--- config.mk ---
export PLATFORM = sky130hd
export DESIGN_NAME = multicycle_controller
export DESIGN_NICKNAME = d
export VERILOG_FILES = /design/src/rtl/riscv_ctrl_pkg.sv /design/src/rtl/multicycle_controller_ctrl_out_decode.sv /design/src/rtl/multicycle_controller.sv
export SDC_FILE = /design/constraint.sdc
export NUM_CORES = 1
export LEC_CHECK = 0
export ABC_AREA = 0
export BUFFER_PORTS_ARGS = -buffer_cell sky130_fd_sc_hd__buf_2
export CELL_PAD_IN_SITES_DETAIL_PLACEMENT = 1
export CELL_PAD_IN_SITES_GLOBAL_PLACEMENT = 2
export CORE_ASPECT_RATIO = 1.25
export CORE_UTILIZATION = 29
export DETAILED_ROUTE_END_ITERATION = 6
export HOLD_SLACK_MARGIN = 0.15
export PLACE_DENSITY = 0.83
export SLEW_MARGIN = 25
export SYNTH_ARGS = -nofsm -noshare
export SYNTH_HDL_FRONTEND = slang
export SYNTH_HIERARCHICAL = 1
export SYNTH_SLANG_ARGS = --single-unit
--- constraint.sdc ---
create_clock -name clk_i -period 2.8 [get_ports clk_i]
set_input_delay 0.28 -clock clk_i [delete_from_list [all_inputs] [get_ports clk_i]]
set_output_delay 0.28 -clock clk_i [all_outputs]
set_load 0.1 [all_outputs]
--- src/rtl/riscv_ctrl_pkg.sv ---
// Shared types and encodings for the multi-cycle RV32I control FSM.
// Build option: CTRL_ILLEGAL_TRAP_EN (see multicycle_controller.sv).
package riscv_ctrl_pkg;

  typedef enum logic [3:0] {
    S_FETCH,
    S_DECODE,
    S_MEM_ADR,
    S_MEM_RD,
    S_MEM_WB,
    S_MEM_WR,
    S_EXEC_R,
    S_EXEC_I,
    S_ALU_WB,
    S_BRANCH,
    S_JAL,
    S_ILLEGAL
  } state_e;

  localparam logic [6:0] OP_LW  = 7'b0000011;
  localparam logic [6:0] OP_SW  = 7'b0100011;
  localparam logic [6:0] OP_R   = 7'b0110011;
  localparam logic [6:0] OP_I   = 7'b0010011;
  localparam logic [6:0] OP_B   = 7'b1100011;
  localparam logic [6:0] OP_JAL = 7'b1101111;

  localparam logic [1:0] SRC_A_PC     = 2'b00;
  localparam logic [1:0] SRC_A_OLD_PC = 2'b01;
  localparam logic [1:0] SRC_A_RS1    = 2'b10;

  localparam logic [1:0] SRC_B_RS2  = 2'b00;
  localparam logic [1:0] SRC_B_IMM  = 2'b01;
  localparam logic [1:0] SRC_B_FOUR = 2'b10;

  localparam logic [1:0] RES_ALU_OUT    = 2'b00;
  localparam logic [1:0] RES_READ_DATA  = 2'b01;
  localparam logic [1:0] RES_ALU_RESULT = 2'b10;

  localparam logic [1:0] IMM_I = 2'b00;
  localparam logic [1:0] IMM_S = 2'b01;
  localparam logic [1:0] IMM_B = 2'b10;
  localparam logic [1:0] IMM_J = 2'b11;

  localparam logic [1:0] ALU_OP_ADD   = 2'b00;
  localparam logic [1:0] ALU_OP_SUB   = 2'b01;
  localparam logic [1:0] ALU_OP_FUNCT = 2'b10;

  // Opcode dispatch out of DECODE; anything unrecognised lands in ILLEGAL.
  function automatic state_e decode_dispatch(input logic [6:0] op_code);
    case (op_code)
      OP_LW, OP_SW: return S_MEM_ADR;
      OP_R:         return S_EXEC_R;
      OP_I:         return S_EXEC_I;
      OP_B:         return S_BRANCH;
      OP_JAL:       return S_JAL;
      default:      return S_ILLEGAL;
    endcase
  endfunction

endpackage

--- src/rtl/multicycle_controller_ctrl_out_decode.sv ---
// Combinational state/opcode -> datapath selects and enables.
// Build option: CTRL_ILLEGAL_TRAP_EN decides whether ILLEGAL retires as a NOP.
module ctrl_out_decode
  import riscv_ctrl_pkg::*;
(
  input  state_e     state,
  input  logic [6:0] op_code,
  input  logic [2:0] funct3,
  input  logic       zero,
  input  logic       mem_ready,
  input  logic       rst_n,
  output logic       mem_req,
  output logic       mem_we,
  output logic       adr_src,
  output logic       pc_wr,
  output logic       ir_wr,
  output logic       reg_wr_en,
  output logic [1:0] alu_src_a,
  output logic [1:0] alu_src_b,
  output logic [1:0] result_src,
  output logic [1:0] alu_op,
  output logic [1:0] imm_src,
  output logic       instr_done
);

  // Per-state output decode; enables forced low while reset is asserted.
  always_comb begin
    mem_req    = 1'b0;
    mem_we     = 1'b0;
    adr_src    = 1'b0;
    pc_wr      = 1'b0;
    ir_wr      = 1'b0;
    reg_wr_en  = 1'b0;
    alu_src_a  = SRC_A_PC;
    alu_src_b  = SRC_B_RS2;
    result_src = RES_ALU_OUT;
    alu_op     = ALU_OP_ADD;
    imm_src    = IMM_I;
    instr_done = 1'b0;
    case (state)
      S_FETCH: begin
        mem_req   = 1'b1;
        alu_src_a = SRC_A_PC;
        alu_src_b = SRC_B_FOUR;
        ir_wr     = mem_ready;
        pc_wr     = mem_ready;
      end
      S_DECODE: begin
        alu_src_a = SRC_A_OLD_PC;
        alu_src_b = SRC_B_IMM;
        imm_src   = IMM_B;
      end
      S_MEM_ADR: begin
        alu_src_a = SRC_A_RS1;
        alu_src_b = SRC_B_IMM;
        imm_src   = (op_code == OP_SW) ? IMM_S : IMM_I;
      end
      S_MEM_RD: begin
        mem_req = 1'b1;
        adr_src = 1'b1;
      end
      S_MEM_WB: begin
        result_src = RES_READ_DATA;
        reg_wr_en  = 1'b1;
        instr_done = 1'b1;
      end
      S_MEM_WR: begin
        mem_req    = 1'b1;
        mem_we     = 1'b1;
        adr_src    = 1'b1;
        instr_done = mem_ready;
      end
      S_EXEC_R: begin
        alu_src_a = SRC_A_RS1;
        alu_src_b = SRC_B_RS2;
        alu_op    = ALU_OP_FUNCT;
      end
      S_EXEC_I: begin
        alu_src_a = SRC_A_RS1;
        alu_src_b = SRC_B_IMM;
        alu_op    = ALU_OP_FUNCT;
        imm_src   = IMM_I;
      end
      S_ALU_WB: begin
        reg_wr_en  = 1'b1;
        instr_done = 1'b1;
      end
      S_BRANCH: begin
        alu_src_a  = SRC_A_RS1;
        alu_src_b  = SRC_B_RS2;
        alu_op     = ALU_OP_SUB;
        instr_done = 1'b1;
        case (funct3)
          3'b000:  pc_wr = zero;
          3'b001:  pc_wr = ~zero;
          default: pc_wr = 1'b0;
        endcase
      end
      S_JAL: begin
        alu_src_a  = SRC_A_OLD_PC;
        alu_src_b  = SRC_B_FOUR;
        pc_wr      = 1'b1;
        reg_wr_en  = 1'b1;
        instr_done = 1'b1;
      end
      S_ILLEGAL: begin
`ifdef CTRL_ILLEGAL_TRAP_EN
        instr_done = 1'b0;
`else
        instr_done = 1'b1;
`endif
      end
      default: ;
    endcase
    if (!rst_n) begin
      mem_req    = 1'b0;
      mem_we     = 1'b0;
      pc_wr      = 1'b0;
      ir_wr      = 1'b0;
      reg_wr_en  = 1'b0;
      instr_done = 1'b0;
    end
  end

endmodule

--- src/rtl/multicycle_controller.sv ---
// Multi-cycle RV32I control FSM: state register, next-state logic, retire counter.
// Build option: CTRL_ILLEGAL_TRAP_EN makes ILLEGAL a sticky trap left only by reset;
// without it ILLEGAL retires as a NOP and illegal_o stays 0.
module multicycle_controller
  import riscv_ctrl_pkg::*;
#(
  parameter int ALU_OP_W     = 2,
  parameter int IMM_SRC_W    = 2,
  parameter int RETIRE_CNT_W = 32
) (
  input  logic                    clk_i,
  input  logic                    rst_ni,
  input  logic [6:0]              op_code_i,
  input  logic [2:0]              funct3_i,
  input  logic                    zero_i,
  input  logic                    mem_ready_i,
  output logic                    mem_req_o,
  output logic                    mem_we_o,
  output logic                    adr_src_o,
  output logic                    pc_wr_o,
  output logic                    ir_wr_o,
  output logic                    reg_wr_en_o,
  output logic [1:0]              alu_src_a_o,
  output logic [1:0]              alu_src_b_o,
  output logic [1:0]              result_src_o,
  output logic [ALU_OP_W-1:0]     alu_op_o,
  output logic [IMM_SRC_W-1:0]    imm_src_o,
  output logic                    instr_done_o,
  output logic [RETIRE_CNT_W-1:0] retired_o,
  output logic                    illegal_o
);

  state_e     state;
  state_e     state_next;
  logic       instr_done;
  logic [1:0] alu_op;
  logic [1:0] imm_src;

  ctrl_out_decode u_out_decode (
    .state      (state),
    .op_code    (op_code_i),
    .funct3     (funct3_i),
    .zero       (zero_i),
    .mem_ready  (mem_ready_i),
    .rst_n      (rst_ni),
    .mem_req    (mem_req_o),
    .mem_we     (mem_we_o),
    .adr_src    (adr_src_o),
    .pc_wr      (pc_wr_o),
    .ir_wr      (ir_wr_o),
    .reg_wr_en  (reg_wr_en_o),
    .alu_src_a  (alu_src_a_o),
    .alu_src_b  (alu_src_b_o),
    .result_src (result_src_o),
    .alu_op     (alu_op),
    .imm_src    (imm_src),
    .instr_done (instr_done)
  );

  assign alu_op_o     = ALU_OP_W'(alu_op);
  assign imm_src_o    = IMM_SRC_W'(imm_src);
  assign instr_done_o = instr_done;

  // Next-state: memory states hold until the port reports ready.
  always_comb begin
    state_next = state;
    case (state)
      S_FETCH:   if (mem_ready_i) state_next = S_DECODE;
      S_DECODE:  state_next = decode_dispatch(op_code_i);
      S_MEM_ADR: state_next = (op_code_i == OP_SW) ? S_MEM_WR : S_MEM_RD;
      S_MEM_RD:  if (mem_ready_i) state_next = S_MEM_WB;
      S_MEM_WB:  state_next = S_FETCH;
      S_MEM_WR:  if (mem_ready_i) state_next = S_FETCH;
      S_EXEC_R:  state_next = S_ALU_WB;
      S_EXEC_I:  state_next = S_ALU_WB;
      S_ALU_WB:  state_next = S_FETCH;
      S_BRANCH:  state_next = S_FETCH;
      S_JAL:     state_next = S_FETCH;
`ifdef CTRL_ILLEGAL_TRAP_EN
      S_ILLEGAL: state_next = S_ILLEGAL;
`else
      S_ILLEGAL: state_next = S_FETCH;
`endif
      default:   state_next = S_FETCH;
    endcase
  end

  // State register; reset aborts any in-flight instruction.
  always_ff @(posedge clk_i) begin
    if (!rst_ni) state <= S_FETCH;
    else         state <= state_next;
  end

  // Retired-instruction counter, wraps naturally at its width.
  always_ff @(posedge clk_i) begin
    if (!rst_ni)         retired_o <= '0;
    else if (instr_done) retired_o <= retired_o + 1'b1;
  end

`ifdef CTRL_ILLEGAL_TRAP_EN
  logic illegal_q;

  // Sticky flag raised on entry to the trap state.
  always_ff @(posedge clk_i) begin
    if (!rst_ni)                      illegal_q <= 1'b0;
    else if (state_next == S_ILLEGAL) illegal_q <= 1'b1;
  end

  assign illegal_o = illegal_q;
`else
  assign illegal_o = 1'b0;
`endif

endmodule

### After elaboration in Yosys (flattened, before gate mapping)

Cells that the tools add are included.

* multiplexer cells: 26
* eq/ne operators: 21
* reduce and logical (&&, ||, !) cells: 13
* add/subtract/negate cells: 1
* bitwise logic cells: 1

Operators by type and width (number)
* $add A32 B1 Y32 const B: 1
* $pmux W4 S6: 1
* $pmux W4 S5: 1
* $eq A4 B3 Y1 const B: 4
* $eq A4 B4 Y1 const B: 4
* $pmux W2 S2: 4
* $eq A7 B6 Y1 const B: 2
* $eq A7 B7 Y1 const B: 2
* $mux W1: 13
* $mux W4: 3
* $reduce_or A2 Y1: 5
* $reduce_or A3 Y1: 3
* $eq A4 B2 Y1 const B: 2
* $eq A7 B2 Y1 const B: 1
* $eq A7 B5 Y1 const B: 1
* $ne A2 B2 Y1 const B: 3
* $reduce_or A5 Y1: 1
* $eq A4 B1 Y1 const B: 1
* $logic_not A4 Y1: 1
* $pmux W1 S2: 2
* $reduce_or A4 Y1: 1
* $eq A3 B1 Y1 const B: 1
* $logic_not A3 Y1: 1
* $mux W3: 1
* 3 further kinds: 3

* output and inout port bits: 50
* word-level logic and storage cells: 64
* input bits: 14
* bits in registers: 36

### Depth between registers and ports, before layout

Gate-level depths: netlist (run 1).

* word-level depth: 4
* gate-level depth with buffers: 11
* gate-level depth less buffers: 7

### Cells and area by module

The synthesis (run 1) kept the hierarchy.

Modules (own cells, without submodules)
* multicycle_controller: cells an instance 213, instances 1, area an instance 1815.5 µm²
* ctrl_out_decode: cells an instance 50, instances 1, area an instance 324.1 µm²

### Worst setup path after synthesis (run 1)

No wires, ideal clock.

* path type: register to output
* start point: register state[2]
* end point: output port imm_src_o[0]
* stages on the path, launching flop included: 5
* path slack: -1.353 ns
* arrival: 3.873 ns
* required time: 2.520 ns
* path buffers: 1
* cell sequence: dfxtp_1 buf_2 nor2_1 nand3_1 nor4b_1

* word-level cells in the longest chain between the ends: 2
* elaborated cells between the ends (all ways): 3

Ends and longest elaborated chain
* from (decl): line multicycle_controller.sv:33 `state_e state;`
* from (signal assigned): line multicycle_controller.sv:91 `else state <= state_next;`
* $eq A4 B2 Y1 / $eq A4 B1 Y1 (equally long branches): line multicycle_controller_ctrl_out_decode.sv:40 `case (state)`
* $pmux W2 S2 (*): line multicycle_controller_ctrl_out_decode.sv:40
* to (decl): line multicycle_controller.sv:27 `output logic [IMM_SRC_W-1:0] imm_src_o,`

Mark *: on every way between the ends. The rest lies on a longest branch, timed or not.

### Worst setup path after layout (run 1)

* start point: register state[3]
* end point: register retired_o[17]

* word-level cells in the longest chain between the ends: 4
* elaborated cells between the ends (all ways): 9

Ends and longest elaborated chain
* $eq A4 B3 Y1 / $eq A4 B4 Y1 (equally long branches): line multicycle_controller_ctrl_out_decode.sv:40
* $reduce_or A5 Y1 (no source line)
* $pmux W1 S2 (*): line multicycle_controller_ctrl_out_decode.sv:40
* $mux W1 (*): line multicycle_controller_ctrl_out_decode.sv:115 `if (!rst_n) begin`
* to (signal assigned): line multicycle_controller.sv:97 `else if (instr_done) retired_o <= retired_o + 1'b1;`
* to (decl): line multicycle_controller.sv:29 `output logic [RETIRE_CNT_W-1:0] retired_o,`

Marks and branches as above.
A chain may end at the register's enable or synchronous reset.

==> results of run 1 <==
## logic make-up (layout without fill, tap and decap cells)
group	count (synthesis)	count (layout)
flip-flops	36	36
buffers and inverters	19	79
XOR/XNOR	14	14
multiplexers	2	2
AO/OA/AOI/OAI	63	63
adder cells (fa/ha/maj)	1	1
AND/OR/NAND/NOR	126	126
other	2	2
## sequential cells by signal, summed over array words and instances, names as in the netlist
signal and count:
retired_o 32, state 4
## final cells by class
| class | count | area [µm²] | share of cell area (%) |
|---|---|---|---|
| flip-flops and latches | 36 | 720.7 | 27.02 |
| inverters | 4 | 15.01 | 0.5629 |
| well taps | 90 | 112.6 | 4.221 |
| clock inverters | 2 | 35.03 | 1.313 |
| clock buffers | 6 | 72.57 | 2.720 |
| multi-input cells | 208 | 1361 | 51.03 |
| repair buffers | 67 | 350.3 | 13.13 |
## layer usage
layer,part of all wire (%),global-route usage (%),wire length (µm),vias up
li1,-,-,-,1098
met1,47,19.94,2771,1078
met2,49,26.96,2890,39
met3,3.3,2.991,193,9
met4,1.3,3.776,76,0
met5,0,0,0,-
## cell usage after synthesis (3+ instances only)
cell / n / area [µm²]
a211oi_1: 3 / 22.52
a21oi_1: 21 / 105.1
and3_1: 7 / 43.79
buf_2: 6 / 30.03
clkbuf_1: 6 / 22.52
dfxtp_1: 36 / 720.7
inv_1: 3 / 11.26
nand2_1: 21 / 78.83
nand2b_1: 14 / 87.58
nand3_1: 6 / 30.03
nand3b_1: 3 / 22.52
nand4_1: 11 / 68.82
nor2_1: 15 / 56.30
nor2b_1: 4 / 25.02
nor3_1: 7 / 35.03
o21ai_0: 13 / 65.06
o311ai_0: 6 / 52.55
o31ai_1: 6 / 45.04
o41ai_1: 6 / 52.55
or3_1: 13 / 81.33
or4_1: 8 / 60.06
xnor2_1: 7 / 61.31
xor2_1: 7 / 61.31
## power groups by stage
stage	Sequential [mW]	Clock, mW	Combinational [mW]
after floorplan	0.598	0	0.916
after global placement	0.561	0	1.10
after detailed placement	0.561	0	1.11
after CTS	0.550	0.468	1.11
after global routing	0.553	0.490	1.16
final	0.549	0.454	1.10
## through the flow
| stage | util, % | area, µm² | cells | worst slack (ns) |
|---|---|---|---|---|
| 3_5_place_dp | 36.25 | 2560 | 405 | 0.2690 |
| 6_report | 37.77 | 2668 | 413 | 0.2548 |
| 3_3_place_gp | 36.25 | 2560 | 405 | 0.3455 |
| 4_1_cts | 37.77 | 2668 | 413 | 0.2394 |
| 2_1_floorplan | - | 2178 | 263 | 0.01854 |
| 5_1_grt | 37.77 | 2668 | 413 | 0.04284 |
## worst register-to-register path, cell delays in order, from the launching register on
cell	delay (ns)
dfxtp_1	0.32
nand2b_1	0.19
nor3_1	0.24
o21a_4	0.22
nand4_4	0.13
or4_1	0.68
buf_4	0.24
or3_1	0.30
a21oi_1	0.14
## final timing paths
path / start / to / slack, ns / cells after the start
hold reg to reg: retired_o[15] / retired_o[15] / 0.51 / 2
setup / recovery: state[3] / retired_o[17] / 0.25 / 8
setup reg to reg: state[3] / retired_o[17] / 0.25 / 8
hold / removal: op_code_i[6] / state[1] / 0.38 / 3
==> impl_metrics.py, run 1 <==
metrics = {
    "sta": {
        "finalCritPeriodShare_pct": 90.90,
        "hold_violations": 0,
        "rsz0062_at_grt": "no",
        "tightest_slew_ns": 0.7412,
        "period_minus_slack_ns": 2.545,
        "fmax_mhz": 392.9,
        "setup_tns_ns": 0,
        "clock-skew-final_ns": 0.007819,
        "slew_violations": 0,
        "relSlewSlack_pct": 50.28,
        "fin_hold_ws_ns": 0.3832,
        "final-setup-viol-count": 0,
    },
    "synth": {
        "muxShareOfSynthArea_pct": 0.9357,
        "seq_area_frac_synth_pct": 33.68,
        "synth_cell_type_count": 50,
        "synth_area_um2": 2140,
        "async_flop_share_pct": 0,
        "synth_compound_area_share_pct": 19.12,
        "synth_flop_cell": "dfxtp_1",
        "synthSimpleGateAreaFrac_pct": 35.20,
        "synth_top_family_by_area": "simple AND/OR/NAND/NOR gates",
        "synth-edff-count": 0,
        "yosysWarnings": 6,
        "synthXorXnorAreaFrac_pct": 5.731,
        "syn-num-nets": 278,
        "synth_fa_ha_area_share_pct": 0.5848,
        "syn_inst": 263,
        "avgSynthCellArea_um2": 8.135,
        "ys_ff_latch": 36,
    },
    "pwr": {
        "swShare_pct": 50.83,
        "total_power_mw": 2.106,
        "ir_drop_mv": 0.7235,
        "seq_power_share_pct": 26.1,
        "p_clk_share_pct": 21.5,
        "p_leak_nw": 1.068,
        "cellPowerDensity_nw_per_um2": 789.4,
        "switching_power_mw": 1.070,
        "p_comb_share_pct": 52.4,
        "p_int_mw": 1.035,
    },
    "cts": {
        "clk_path_buf_depth": 2,
        "clock_latency_ns": 0.29,
        "clock_sinks": 36,
        "clk_pin_slew_ns": 0.08,
        "tritoncts": "built",
        "cts_root_buffer": "clkbuf_8",
        "h-tree-depth": 2,
        "cts_buffers": 5,
        "holdBufCountCts": 0,
        "cts.repair.resized": 0,
        "post_cts_buffers": 0,
    },
    "worst_setup_path": {
        "crit_type": "flop to flop",
        "setup.worst_path.end_class": "flop",
        "critPathTopFamily": "simple AND/OR/NAND/NOR gates",
        "crit_chain": "nand2b_1, nor3_1, o21a_4, nand4_4, or4_1, buf_4, or3_1, a21oi_1",
        "cp_slowest_stage_delay_ns": 0.68,
        "cp.arrival_ns": 2.74,
        "crit_fanout": 10,
        "crit_required_ns": 3.00,
        "start_kind": "flop",
        "crit_buf_inv": 1,
        "slowest_stage": "or4_1",
    },
    "placed_design": {
        "hpwlAfterDp_um": 4405,
        "gp_congestion": 0.7214,
        "port_buffers": 61,
    },
    "routing": {
        "drc": 0,
        "ant_nets": 0,
        "viasPerCell": 5.385,
        "wl_um": 5932,
        "drt_first_pass_iters": 4,
        "route.vias.total": 2224,
        "wire_per_inst_um": 14.36,
        "drt_iter0_drc": 86,
    },
    "floorplan": {
        "start_util_pct": 30.30,
        "die_y_um": 98.03,
        "die_w_um": 78.83,
        "core-area_um2": 7062,
        "dieArea_um2": 7727,
        "std_cell_rows": 34,
        "top_level_ports": 64,
    },
    "final_layout": {
        "layout_common_cells": "buf_2 (61), dfxtp_1 (36), nand2_1 (21), a21oi_1 (21), nor2_1 (15)",
        "n_antenna_cell": 0,
        "final_nets": 337,
        "nFillCells": 906,
        "area_growth_pct": 24.68,
        "final_common_cell": "buf_2",
        "drive_above_1_share_pct": 26.63,
    },
    "worst_hold_path": {
        "hold_class": "input port to flop",
    },
    "global_route": {
        "grtUsageTotal_pct": 15.66,
        "grt_overflow": 0,
        "grt_pass1_vias": 2091,
        "antenna_found_initial": 0,
        "grt_max_degree": 27,
        "grt_pass1_wl_um": 9846,
    },
    "outcome": {
        "status": "completed",
    },
    "run": {
        "drv_cap": 0,
    },
}
Note: power is estimated with default switching activity, not from simulation.
==> inputs of run 2 (changes only) <==
Clock period 2.8 ns to 2.43 ns, I/O delays scaled along.
==> impl_metrics.py, run 2 (synthesis gave the netlist of run 1 again) <==
metrics = {
    "routing": {
        "ant_nets": 0,
        "viasPerCell": 5.412,
        "wl_um": 6340,
        "route.vias.total": 2284,
        "drc": 0,
        "drt_iter0_drc": 67,
        "drt_first_pass_iters": 4,
        "wire_per_inst_um": 15.02,
    },
    "placed_design": {
        "gp_congestion": 0.7761,
        "port_buffers": 61,
        "hpwlAfterDp_um": 4674,
        "dp.cells": 411,
        "pre_cts_ws_ns": 0.1002,
    },
    "worst_setup_path": {
        "cp_slowest_stage_delay_ns": 0.58,
        "r2r-end": "retired_o[28]",
        "start_kind": "flop",
        "crit_type": "flop to flop",
        "critPathCapture": "retired_o[28]",
        "timing.rr.start": "state[3]",
        "ff2ff_setup_slack_ns": 0.18,
        "cp.arrival_ns": 2.48,
        "setup.worst_path.end_class": "flop",
        "slowest_stage": "or4_4",
        "crit_chain": "nand2b_1, nor3_1, o21a_4, nand4_4, or4_4, or4_1, a21oi_1",
        "crit_fanout": 11,
        "reg2regPathDepth": 7,
        "crit_required_ns": 2.66,
        "startpoint": "state[3]",
    },
    "run": {
        "drv_cap": 0,
    },
    "final_layout": {
        "area_growth_pct": 31.11,
        "drive_above_1_share_pct": 31.63,
        "nFillCells": 892,
        "reg_top3": "retired_o (32), state (4)",
        "finalNonFillerCells": 422,
        "final_nets": 346,
        "final_common_cell": "buf_2",
        "final_core_util_pct": 39.72,
        "largest_reg_flops": 32,
        "regMostFlops": "retired_o",
        "n_antenna_cell": 0,
        "layout_common_cells": "buf_2 (61), dfxtp_1 (35), nand2_1 (21)",
    },
    "cts": {
        "post_cts_buffers": 0,
        "tritoncts": "built",
        "clock_latency_ns": 0.30,
        "clock_sinks": 36,
        "cts_buffers": 5,
        "clk_pin_slew_ns": 0.07,
        "clk_path_buf_depth": 2,
        "cts_root_buffer": "clkbuf_8",
        "holdBufCountCts": 0,
        "h-tree-depth": 2,
        "cts.repair.resized": 0,
    },
    "sta": {
        "final-setup-viol-count": 0,
        "relSlewSlack_pct": 65.99,
        "fmax_mhz": 444.5,
        "period_minus_slack_ns": 2.250,
        "rsz0062_at_grt": "no",
        "slew_violations": 0,
        "finalCritPeriodShare_pct": 92.58,
        "finalWorstSetupSlack_ns": 0.1803,
        "tightest_slew_ns": 0.5086,
        "setup_tns_ns": 0,
        "clock-skew-final_ns": 0.008741,
        "hold_violations": 0,
    },
    "floorplan": {
        "std_cell_rows": 34,
        "top_level_ports": 64,
        "start_util_pct": 30.30,
        "die_w_um": 78.83,
        "core-area_um2": 7062,
        "dieArea_um2": 7727,
        "die_y_um": 98.03,
    },
    "global_route": {
        "grt_max_degree": 25,
        "grt_pass1_vias": 2186,
        "antenna_found_initial": 0,
        "grt_pass1_wl_um": 10760,
        "grt_overflow": 0,
        "grtUsageTotal_pct": 17.39,
    },
    "pwr": {
        "ir_drop_mv": 0.4671,
        "p_leak_nw": 1.128,
        "cellPowerDensity_nw_per_um2": 851.7,
    },
    "outcome": {
        "status": "completed",
    },
    "worst_hold_path": {
        "hold_class": "input port to flop",
    },
}
## run 2: per-layer routing
metal,track usage [%],routed length (µm),vias up
li1,-,-,1117
met1,20.62,2753,1128
met2,31.04,3338,31
met3,3.551,166,8
met4,5.315,81,0
met5,0,0,-
## run 2: how the worst min path moves through the flow
stage                        from            end  slack [ns]  cells after the start
CTS                  op_code_i[5]       state[0]        0.30                      3
detailed placement  retired_o[30]  retired_o[30]        0.50                      2
floorplan                  rst_ni  retired_o[23]        0.39                      2
global route         op_code_i[5]       state[0]        0.33                      3
finish               op_code_i[5]       state[0]        0.31                      3
global placement    retired_o[31]  retired_o[31]        0.49                      2
## run 2: per-stage QoR
step	instance area, µm²	power, mW	hold WS (ns)
floorplan	2290	1.762	0.3929
global placement	2690	1.947	0.4888
detailed placement	2690	1.959	0.5023
CTS	2783	2.417	0.3007
global route	2805	2.505	0.3254
finish	2805	2.389	0.3053
## run 2: worst max-delay path, delay by kind of cell, from the launching register on
kind,cells,cell delay (ns)
simple gates,5,1.57
compound gates,2,0.30
flops,1,0.32
## run 2: power breakdown
group / leakage [nW] / switching [mW] / total [mW] / internal, mW
sequential: 0.291 / 0.0153 / 0.636 / 0.621
combinational: 0.786 / 1.01 / 1.30 / 0.286
clock: 0.0510 / 0.230 / 0.456 / 0.226
total: 1.13 / 1.26 / 2.39 / 1.13
## run 2: area by class of cell
type,count,area [µm²],area share [%]
inverters,4,15.01,0.5352
flip-flops and latches,36,724.4,25.83
repair buffers,76,417.9,14.90
clock buffers,6,82.58,2.944
clock inverters,2,10.01,0.3568
well taps,90,112.6,4.014
multi-input cells,208,1443,51.43
==> inputs of run 3 (changes only) <==
Settings changed: CORE_UTILIZATION 29 to 31, PLACE_DENSITY 0.83 to 0.88.
Clock period 2.43 ns to 2.6 ns, I/O delays scaled along.
==> impl_metrics.py, run 3 (synthesis gave the netlist of run 1 again) <==
metrics = {
    "outcome": {
        "status": "completed",
    },
    "worst_hold_path": {
        "min_path_cells": 3,
        "hold_class": "input port to flop",
        "hold_end": "retired_o[19]",
        "min_from": "rst_ni",
    },
    "pwr": {
        "swShare_pct": 52.21,
        "p_comb_share_pct": 54.4,
        "switching_power_mw": 1.155,
        "p_clk_share_pct": 18.7,
        "cellPowerDensity_nw_per_um2": 829.2,
        "ir_drop_mv": 0.5983,
        "p_leak_nw": 1.071,
        "p_int_mw": 1.058,
        "seq_power_share_pct": 26.9,
    },
    "floorplan": {
        "top_level_ports": 64,
        "die_w_um": 76.31,
        "std_cell_rows": 33,
        "core-area_um2": 6606,
        "start_util_pct": 32.39,
        "die_y_um": 94.89,
        "dieArea_um2": 7240,
    },
    "cts": {
        "h-tree-depth": 2,
        "clock_latency_ns": 0.29,
        "clk_pin_slew_ns": 0.07,
        "holdBufCountCts": 0,
        "cts_root_buffer": "clkbuf_8",
        "clk_path_buf_depth": 2,
        "clock_sinks": 36,
        "cts_buffers": 5,
        "tritoncts": "built",
        "post_cts_buffers": 0,
        "cts.repair.resized": 0,
    },
    "sta": {
        "rsz0062_at_grt": "no",
        "period_minus_slack_ns": 2.359,
        "setup_tns_ns": 0,
        "finalCritPeriodShare_pct": 90.71,
        "fin_hold_ws_ns": 0.3373,
        "clock-skew-final_ns": 0.003311,
        "slew_violations": 0,
        "final-setup-viol-count": 0,
        "hold_violations": 0,
        "fmax_mhz": 424.0,
    },
    "final_layout": {
        "regMostFlops": "retired_o",
        "final_common_cell": "buf_2",
        "drive_above_1_share_pct": 27.38,
        "layout_common_cells": "buf_2 (61), dfxtp_1 (35), nand2_1 (21)",
        "n_antenna_cell": 0,
        "largest_reg_flops": 32,
        "reg_top3": "retired_o (32), state (4)",
        "final_core_util_pct": 40.40,
        "final_nets": 339,
        "area_growth_pct": 24.74,
    },
    "worst_setup_path": {
        "crit_type": "flop to flop",
        "crit_fanout": 16,
        "ff2ff_setup_slack_ns": 0.24,
        "crit_required_ns": 2.82,
        "cp.arrival_ns": 2.58,
        "r2r-end": "retired_o[28]",
        "timing.rr.start": "state[3]",
        "start_kind": "flop",
        "setup.worst_path.end_class": "flop",
        "reg2regPathDepth": 7,
    },
    "routing": {
        "wire_per_inst_um": 14.99,
        "drt_first_pass_iters": 4,
        "drc": 0,
        "route.vias.total": 2238,
        "ant_nets": 0,
        "wl_um": 6175,
        "drt_iter0_drc": 88,
        "viasPerCell": 5.432,
    },
    "placed_design": {
        "hpwlAfterDp_um": 4651,
        "port_buffers": 61,
        "gp_congestion": 0.7873,
    },
    "global_route": {
        "grt_pass1_wl_um": 10480,
        "grt_max_degree": 21,
        "antenna_found_initial": 0,
        "grt_overflow": 0,
        "grt_pass1_vias": 2232,
        "grtUsageTotal_pct": 17.87,
    },
    "run": {
        "drv_cap": 0,
    },
}
[run 3: power groups by stage]
stage / Combinational (mW) / Sequential [mW] / Clock, mW
3_3_place_gp: 1.20 / 0.607 / 0
4_1_cts: 1.21 / 0.597 / 0.423
2_1_floorplan: 0.994 / 0.649 / 0
6_report: 1.20 / 0.596 / 0.414
5_1_grt: 1.26 / 0.599 / 0.452
3_5_place_dp: 1.21 / 0.609 / 0
[run 3: metal layers]
metal / global-route usage, % / vias up / routed length (µm)
met2: 34.16 / 32 / 3291
met5: 0 / - / 0
li1: - / 1103 / -
met1: 20.07 / 1097 / 2649
met3: 3.575 / 6 / 163
met4: 4.808 / 0 / 70
[run 3: how the worst max path moves through the flow]
stage / startpoint / endpoint / cells after the start
floorplan: state[2] / imm_src_o[0] / 4
global placement: mem_ready_i / retired_o[28] / 8
detailed placement: mem_ready_i / retired_o[28] / 8
CTS: state[3] / retired_o[28] / 7
global route: state[3] / retired_o[19] / 7
finish: state[3] / retired_o[28] / 7
[run 3: through the flow]
step | cells | instance area [µm²] | total power [mW] | worst slack [ns]
after floorplan | 263 | 2200 | 1.643 | -0.1615
after global placement | 404 | 2579 | 1.808 | 0.2656
after detailed placement | 404 | 2579 | 1.819 | 0.2340
after CTS | 412 | 2669 | 2.231 | 0.2359
after global routing | 412 | 2669 | 2.315 | 0.02362
final | 412 | 2669 | 2.213 | 0.2414
[run 3: cell type report]
cell class | count | area (µm²)
inverters | 4 | 15.01
multi-input cells | 208 | 1365
well taps | 87 | 108.9
clock buffers | 8 | 90.09
repair buffers | 69 | 365.4
flip-flops and latches | 36 | 724.4
fillers | 844 | 3938
[run 3: critical path: stages (launching register included)]
cell and delay (ns):
dfxtp_1 0.33, nand2b_1 0.18, nor3_1 0.20, o21a_4 0.17
nand4_4 0.11, or4_4 0.67, or4_1 0.49, a21oi_1 0.13
